$ cat src/rtl/spi_adc_responder_pkg.sv
// Shared constants for the MCP3002-style SPI ADC responder: sample width,
// command bit positions within {SGL, ODD, MSBF}, and the responder FSM states.
package spi_adc_responder_pkg;

    localparam int ADC_DATA_W = 10;

    localparam int CMD_SGL  = 2;
    localparam int CMD_ODD  = 1;
    localparam int CMD_MSBF = 0;

    typedef enum logic [2:0] {
        ST_IDLE       = 3'd0,
        ST_WAIT_START = 3'd1,
        ST_CMD        = 3'd2,
        ST_NULL       = 3'd3,
        ST_DATA_MSB   = 3'd4,
        ST_DATA_LSB   = 3'd5,
        ST_DONE       = 3'd6
    } state_t;

endpackage

$ cat src/rtl/spi_adc_responder_if.sv
// SPI pin bundle between the microphone initiator (master) and the ADC responder (slave).
interface spi_adc_responder_if;

    logic spi_clk;
    logic spi_mosi;
    logic spi_cs;
    logic spi_miso;
    logic spi_miso_oe;

    modport master (
        output spi_clk,
        output spi_mosi,
        output spi_cs,
        input  spi_miso,
        input  spi_miso_oe
    );

    modport slave (
        input  spi_clk,
        input  spi_mosi,
        input  spi_cs,
        output spi_miso,
        output spi_miso_oe
    );

endinterface

$ cat src/rtl/spi_adc_responder_pin_sync.sv
// Multi-flop synchronizer for one asynchronous SPI pin, plus 1-clk rise/fall
// pulses taken from the last stage against one extra delay flop.
module spi_pin_sync #(
    parameter int   STAGES    = 2,
    parameter logic RESET_VAL = 1'b0
) (
    input  logic clk,
    input  logic rst,
    input  logic pin_i,
    output logic level_o,
    output logic rise_o,
    output logic fall_o
);

    logic [STAGES-1:0] chain_q;
    logic              dly_q;

    always_ff @(posedge clk) begin
        if (rst) begin
            chain_q <= {STAGES{RESET_VAL}};
            dly_q   <= RESET_VAL;
        end else begin
            chain_q <= {chain_q[STAGES-2:0], pin_i};
            dly_q   <= chain_q[STAGES-1];
        end
    end

    assign level_o = chain_q[STAGES-1];
    assign rise_o  = chain_q[STAGES-1] & ~dly_q;
    assign fall_o  = ~chain_q[STAGES-1] & dly_q;

endmodule

$ cat src/rtl/spi_adc_responder.sv
// SPI responder emulating a 2-channel MCP3002-style ADC: oversamples the SPI pins
// on clk, decodes {start, SGL, ODD, MSBF} and shifts the latched sample out on MISO.
module spi_adc_responder
    import spi_adc_responder_pkg::*;
#(
    parameter int DATA_W      = ADC_DATA_W,
    parameter int SYNC_STAGES = 2
) (
    input  logic               clk,
    input  logic               rst,
    spi_adc_responder_if.slave bus,
    input  logic [DATA_W-1:0]  sample_ch0,
    input  logic [DATA_W-1:0]  sample_ch1,
    output logic               busy,
    output logic               conv_done,
    output logic [2:0]         last_cmd
);

    localparam int BIT_W = $clog2(DATA_W);
    localparam int CNT_W = BIT_W + 1;
    localparam int SET_W = $clog2(SYNC_STAGES + 1);

    logic sclk_level, sclk_rise, sclk_fall;
    logic cs_level, cs_rise, cs_fall;
    logic mosi_level, mosi_rise, mosi_fall;
    logic unused_edges;

    spi_pin_sync #(.STAGES(SYNC_STAGES), .RESET_VAL(1'b0)) u_sync_sclk (
        .clk(clk), .rst(rst), .pin_i(bus.spi_clk),
        .level_o(sclk_level), .rise_o(sclk_rise), .fall_o(sclk_fall)
    );

    spi_pin_sync #(.STAGES(SYNC_STAGES), .RESET_VAL(1'b1)) u_sync_cs (
        .clk(clk), .rst(rst), .pin_i(bus.spi_cs),
        .level_o(cs_level), .rise_o(cs_rise), .fall_o(cs_fall)
    );

    spi_pin_sync #(.STAGES(SYNC_STAGES), .RESET_VAL(1'b0)) u_sync_mosi (
        .clk(clk), .rst(rst), .pin_i(bus.spi_mosi),
        .level_o(mosi_level), .rise_o(mosi_rise), .fall_o(mosi_fall)
    );

    assign unused_edges = ^{sclk_level, mosi_rise, mosi_fall};

    state_t             state_q;
    logic               miso_q, oe_q, busy_q, conv_done_q;
    logic [2:0]         last_cmd_q;
    logic [1:0]         cmd_q;
    logic [2:0]         cmd_d;
    logic [CNT_W-1:0]   cnt_q;
    logic [DATA_W-1:0]  latched_q, sample_d;
    logic [DATA_W-1:0]  op_a, op_b;
    logic [DATA_W:0]    diff;
    logic [SET_W-1:0]   settle_q;
    logic               armed_q;

    // Differential modes subtract in DATA_W+1 bits so the borrow acts as the sign.
    always_comb begin
        cmd_d = {cmd_q, mosi_level};
        op_a  = cmd_d[CMD_ODD] ? sample_ch1 : sample_ch0;
        op_b  = cmd_d[CMD_ODD] ? sample_ch0 : sample_ch1;
        diff  = {1'b0, op_a} - {1'b0, op_b};
        if (cmd_d[CMD_SGL]) begin
            sample_d = op_a;
        end else if (diff[DATA_W]) begin
            sample_d = '0;
        end else begin
            sample_d = diff[DATA_W-1:0];
        end
    end

    always_ff @(posedge clk) begin
        if (rst) begin
            state_q     <= ST_IDLE;
            miso_q      <= 1'b0;
            oe_q        <= 1'b0;
            busy_q      <= 1'b0;
            conv_done_q <= 1'b0;
            last_cmd_q  <= 3'b000;
            cmd_q       <= 2'b00;
            cnt_q       <= '0;
            latched_q   <= '0;
            settle_q    <= '0;
            armed_q     <= 1'b0;
        end else begin
            conv_done_q <= 1'b0;
            // A CS already low when reset releases must not open a frame.
            if (settle_q != SET_W'(SYNC_STAGES)) begin
                settle_q <= settle_q + 1'b1;
            end else if (cs_level) begin
                armed_q <= 1'b1;
            end

            if (cs_rise && state_q != ST_IDLE) begin
                state_q <= ST_IDLE;
                oe_q    <= 1'b0;
                miso_q  <= 1'b0;
                busy_q  <= 1'b0;
            end else begin
                unique case (state_q)
                    ST_IDLE: begin
                        if (cs_fall && armed_q) begin
                            state_q <= ST_WAIT_START;
                            busy_q  <= 1'b1;
                        end
                    end
                    ST_WAIT_START: begin
                        if (sclk_rise && mosi_level) begin
                            state_q <= ST_CMD;
                            cnt_q   <= '0;
                        end
                    end
                    ST_CMD: begin
                        if (sclk_rise) begin
                            cmd_q <= cmd_d[1:0];
                            cnt_q <= cnt_q + 1'b1;
                            if (cnt_q == CNT_W'(2)) begin
                                last_cmd_q <= cmd_d;
                                latched_q  <= sample_d;
                                state_q    <= ST_NULL;
                            end
                        end
                    end
                    ST_NULL: begin
                        if (sclk_fall) begin
                            oe_q    <= 1'b1;
                            miso_q  <= 1'b0;
                            cnt_q   <= CNT_W'(DATA_W - 1);
                            state_q <= ST_DATA_MSB;
                        end
                    end
                    ST_DATA_MSB: begin
                        if (sclk_fall) begin
                            // Index wraps past zero into the top bit once bit 0 has gone out.
                            if (cnt_q[CNT_W-1]) begin
                                if (last_cmd_q[CMD_MSBF]) begin
                                    state_q     <= ST_DONE;
                                    miso_q      <= 1'b0;
                                    conv_done_q <= 1'b1;
                                end else begin
                                    state_q <= ST_DATA_LSB;
                                    miso_q  <= latched_q[1];
                                    cnt_q   <= CNT_W'(2);
                                end
                            end else begin
                                miso_q <= latched_q[cnt_q[BIT_W-1:0]];
                                cnt_q  <= cnt_q - 1'b1;
                            end
                        end
                    end
                    ST_DATA_LSB: begin
                        if (sclk_fall) begin
                            if (cnt_q == CNT_W'(DATA_W)) begin
                                state_q     <= ST_DONE;
                                miso_q      <= 1'b0;
                                conv_done_q <= 1'b1;
                            end else begin
                                miso_q <= latched_q[cnt_q[BIT_W-1:0]];
                                cnt_q  <= cnt_q + 1'b1;
                            end
                        end
                    end
                    ST_DONE: begin
                        miso_q <= 1'b0;
                    end
                    default: begin
                        state_q <= ST_IDLE;
                    end
                endcase
            end
        end
    end

    assign bus.spi_miso    = miso_q;
    assign bus.spi_miso_oe = oe_q;
    assign busy            = busy_q;
    assign conv_done       = conv_done_q;
    assign last_cmd        = last_cmd_q;

endmodule

$ cat src/flat_wrapper.sv
// flat-port wrapper written by rule: the top's interface ports become plain ports
module spi_adc_responder_flat import spi_adc_responder_pkg::*;
#(
    parameter int DATA_W      = ADC_DATA_W,
    parameter int SYNC_STAGES = 2
)
  (clk, rst, sample_ch0, sample_ch1, busy, conv_done, last_cmd, bus_spi_clk, bus_spi_mosi, bus_spi_cs, bus_spi_miso, bus_spi_miso_oe);
  spi_adc_responder_if bus_i ();
  input  logic clk;
  input  logic rst;
  input  logic [DATA_W-1:0] sample_ch0;
  input  logic [DATA_W-1:0] sample_ch1;
  output logic busy;
  output logic conv_done;
  output logic [2:0] last_cmd;
  input wire logic [$bits(bus_i.spi_clk)-1:0] bus_spi_clk;
  input wire logic [$bits(bus_i.spi_mosi)-1:0] bus_spi_mosi;
  input wire logic [$bits(bus_i.spi_cs)-1:0] bus_spi_cs;
  output wire logic [$bits(bus_i.spi_miso)-1:0] bus_spi_miso;
  output wire logic [$bits(bus_i.spi_miso_oe)-1:0] bus_spi_miso_oe;
  assign bus_i.spi_clk = bus_spi_clk;
  assign bus_i.spi_mosi = bus_spi_mosi;
  assign bus_i.spi_cs = bus_spi_cs;
  assign bus_spi_miso = bus_i.spi_miso;
  assign bus_spi_miso_oe = bus_i.spi_miso_oe;
  spi_adc_responder #(.DATA_W(DATA_W), .SYNC_STAGES(SYNC_STAGES)) u_core (.clk(clk), .rst(rst), .bus(bus_i), .sample_ch0(sample_ch0), .sample_ch1(sample_ch1), .busy(busy), .conv_done(conv_done), .last_cmd(last_cmd));
endmodule
$ cat config.mk
export PLATFORM = sky130hd
export DESIGN_NAME = spi_adc_responder_flat
export DESIGN_NICKNAME = d
export VERILOG_FILES = /design/src/rtl/spi_adc_responder_pkg.sv /design/src/rtl/spi_adc_responder_if.sv /design/src/rtl/spi_adc_responder_pin_sync.sv /design/src/rtl/spi_adc_responder.sv /design/src/flat_wrapper.sv
export SDC_FILE = /design/constraint.sdc
export NUM_CORES = 1
export LEC_CHECK = 0
export BUFFER_PORTS_ARGS = -buffer_cell sky130_fd_sc_hd__buf_2
export CAP_MARGIN = 20
export CORE_MARGIN = 4
export CORE_UTILIZATION = 55
export DETAILED_ROUTE_END_ITERATION = 12
export PLACE_DENSITY = 0.87
export SLEW_MARGIN = 25
export SYNTH_ARGS = -nofsm -noshare
export SYNTH_HDL_FRONTEND = slang
export SYNTH_SLANG_ARGS = --single-unit
$ cat constraint.sdc
create_clock -name clk -period 6.9 [get_ports clk]
set_input_delay 0 -clock clk [delete_from_list [all_inputs] [get_ports clk]]
set_output_delay 0 -clock clk [all_outputs]
set_load 0.03 [all_outputs]
==> qor.txt <==
Rel. slew slack: 44.20%
Later-pin clock latency in the skew report: 300 ps
Die width: 78.46 microns
WHS: 194.0 ps
EDFF count, synth: 0
CTS Buf Count: 5
Psw: 185.7 uW
Synth Cell Area: 0.002730 sq mm
Worst Path Arrival: 3510 ps
Layout area overhead: 11.69%
Main combinational cell family by area after synthesis: compound AO/OA/AOI/OAI gates
Grt ovf: 0
Largest cells by area after synthesis: dfxtp_1, mux2i_1, ha_1, a21oi_1, mux2_2
Buffers added on ports: 31
Mapped Cells: 330
Outcome: finished, final reports clean
Post-DRT Antenna Nets: 0
Post-synth net total: 369
Core area: 0.004755 sq mm
Final #Nets: 389
Critical path origin: u_core.cmd_q[0]$_SDFFE_PP0P_
Async SR Flop Fraction: 0%
Final WL: 5996 microns
Critical path capture point type: flop
Critical path class: reg -> reg
Final Max Tran Viols: 0
TNS Setup: 0 ps
Crit path top cell by count: a2111oi_0
Final setup vio count: 0
Post-synthesis compound-gate area fraction: 23.37%
Critical path, cell by cell: buf_4 > mux2_2 > ha_1 > nor2b_1 > o2111a_1 > a2111oi_0 > o22ai_1 > a2111oi_0 > a211o_1
Reg2reg path depth: 9
Initial antenna violation count: 0
Yosys top cell area share: 27.86%
Crit path capture: u_core.latched_q[9]$_SDFFE_PP0P_
Mux contribution to synthesized area: 12.01%
Pwr Density: 207.2 mW/mm^2
#FFs+latches synth: 38
CP max FO: 26
Worst IR Drop VDD: 0.09106 mV
Adder and majority gate portion of the synthesized area: 6.691%
H-tree depth: 2
Comb power frac: 21.9%
Ys flop type: dfxtp_1
Pre-CTS setup slack: 3699 ps
Avg WL per Cell: 14.34 microns
Max Cap Violations: 0
Layout cell share with drive strength beyond 1: 18.80%
DRC Markers: 0
Die footprint: 0.006155 sq mm
ANT cells: 0
Num ports: 32
Critical path's largest stage delay: 690 ps
Clk sink count: 38
First-pass GRT wire length: 10130 microns
DR iter-0 viols: 215
Sequential fraction of the synthesis area: 27.86%
Largest net degree at the start of global routing: 36
P_int: 446.0 uW
WP data required: 7150 ps
Initial Utilization: 57.42%
Lkg Pwr: 0.001142 uW
Synth Area in XOR/XNOR: 1.604%
Post-Synth Simple-Gate Area: 23.19%
Via density: 5.919
Clock share of power: 36.3%
Worst slew pin tran: 836.9 ps
Min-Delay Path Class: in -> reg
Cell variety after synth: 65
Final period util: 47.33%
Post-DP HPWL: 4268 microns
Vias in the first global route: 2302
Max Buffers Root-to-Sink: 2
Die H: 78.46 microns
Most common cell after layout, fill and taps aside: dfxtp_1
Flop-to-flop setup slack: 3630 ps
Clk_skew: 6.535 ps
RSZ-0062 raised after global routing: false
Total number of vias: 2474
Critical-path top delay cell: a2111oi_0
Total global routing track utilization: 19.93%
Syn avg cell area: 8.273 sq um
Inst Count DP: 407
Synth area leader: dfxtp_1
Final hold vios: 0
Final std cells w/o fill: 418
Fill cells: 415
Reg2Reg Launch Point: u_core.cmd_q[0]$_SDFFE_PP0P_
Crit path launch type: flop
R2R Path End: u_core.latched_q[9]$_SDFFE_PP0P_
Most frequent cells in the layout: dfxtp_1, buf_2, nand2_1, nor2_1, a21oi_1
CTS tree: done
# rows: 25
Root Driver: clkbuf_8
PnR worst setup slack: 3634 ps
First-pass DRT Iterations: 6
Minimum clock period: 3266 ps
Clock transition at path regs: 80 ps
Flop pwr share: 41.8%
Yosys Warn Count: 0
Sw Ratio: 29.39%
Final GP Congestion: 0.8995
Maximum clock frequency: 306.2 MHz
-- per-layer routing --
layer	share of wire (%)	wire, microns	global-route usage (%)
met1	45	2675	24.95
met2	48	2876	33.90
met3	5.1	304	2.294
met4	2.3	140	9.615
met5	0	0	0
-- state kept, by name, indices dropped and copies added, names as in the netlist --
| signal | count |
|---|---|
| u_core.latched_q | 10 |
| u_core.cnt_q | 5 |
| u_core.last_cmd | 3 |
| u_core.state_q | 3 |
| u_core.cmd_q | 2 |
| u_core.settle_q | 2 |
| u_core.u_sync_cs.chain_q | 2 |
| u_core.u_sync_mosi.chain_q | 2 |
| u_core.u_sync_sclk.chain_q | 2 |
| u_core.armed_q | 1 |
| u_core.bus.spi_miso | 1 |
| u_core.bus.spi_miso_oe | 1 |
| u_core.busy | 1 |
| u_core.conv_done | 1 |
| u_core.u_sync_cs.dly_q | 1 |
| u_core.u_sync_sclk.dly_q | 1 |
-- layout make-up --
| cell class | count | area [sq um] | share of cell area [%] |
|---|---|---|---|
| inverter | 13 | 48.80 | 1.600 |
| timing repair buffer | 35 | 192.7 | 6.319 |
| clock inverter | 3 | 68.82 | 2.257 |
| clock buffer | 5 | 68.82 | 2.257 |
| sequential | 38 | 760.7 | 24.95 |
| multi-input combinational | 257 | 1826 | 59.87 |
| tap | 67 | 83.83 | 2.749 |
-- cell usage after synthesis, drive strengths merged (2+ instances only) --
library cell and n:
mux2 10, a211oi 2, nand2 30, mux2i 17
nand4 3, o2bb2ai 3, nor3 9, a31o 2
a21oi 24, mux4 2, o21ai 18, o22ai 2
a21o 3, a32oi 2, and3 4, inv 13
a311oi 2, nor4 3, or3b 2, and2 2
o31a 2, nor2b 12, o21a 6, xor2 2
buf 8, a31oi 5, nor4b 2, nor3b 2
a2111oi 2, nand2b 6, or2 6, nand3 6
xnor2 3, nor2 27, a221oi 7, clkbuf 14
ha 13, dfxtp 38
-- worst min-delay path by stage --
stage	from	to	cells after the start
floorplan	bus_spi_cs	u_core.u_sync_cs.chain_q[0]$_SDFF_PP1_	1
global placement	bus_spi_cs	u_core.u_sync_cs.chain_q[0]$_SDFF_PP1_	2
detailed placement	bus_spi_cs	u_core.u_sync_cs.chain_q[0]$_SDFF_PP1_	2
CTS	rst	u_core.armed_q$_SDFFE_PP0P_	2
global route	rst	u_core.armed_q$_SDFFE_PP0P_	2
finish	rst	u_core.armed_q$_SDFFE_PP0P_	2
-- worst max-delay path: cells and delay by family (launching register included) --
family / cells / cell delay (ps)
AOI/OAI and AO/OA: 5 / 1740
adders and majority gates: 1 / 280
buffers and inverters: 1 / 310
DFF: 1 / 310
muxes: 1 / 410
and+or+nand+nor: 1 / 150
-- power groups by stage --
stage               Combinational, uW  Sequential (uW)  Clock, uW
floorplan                         123              250          0
global placement                  130              267          0
detailed placement                135              268          0
CTS                               138              264        233
global route                      157              268        243
finish                            138              264        229
-- cells by family after synthesis --
family	Yosys count
XOR/XNOR	5
flip-flops	38
AO/OA/AOI/OAI	92
buffers and inverters	35
adder cells (fa/ha/maj)	14
AND/OR/NAND/NOR	117
multiplexers	29
-- what timing repair did --
action,in CTS,in global routing
buffers inserted,0,0
endpoints found under the hold margin,3,0
hold buffers,3,0
resized for setup,0,0
-- metrics by stage --
stage / power [uW] / instance area, sq um / util, %
after floorplan: 373.3 / 2730 / -
after global placement: 397.3 / 2882 / 60.61
after detailed placement: 403.5 / 2882 / 60.61
after CTS: 634.4 / 3049 / 64.13
after global routing: 668.6 / 3049 / 64.13
final: 631.6 / 3049 / 64.13
(Power assumes the default switching activity.)
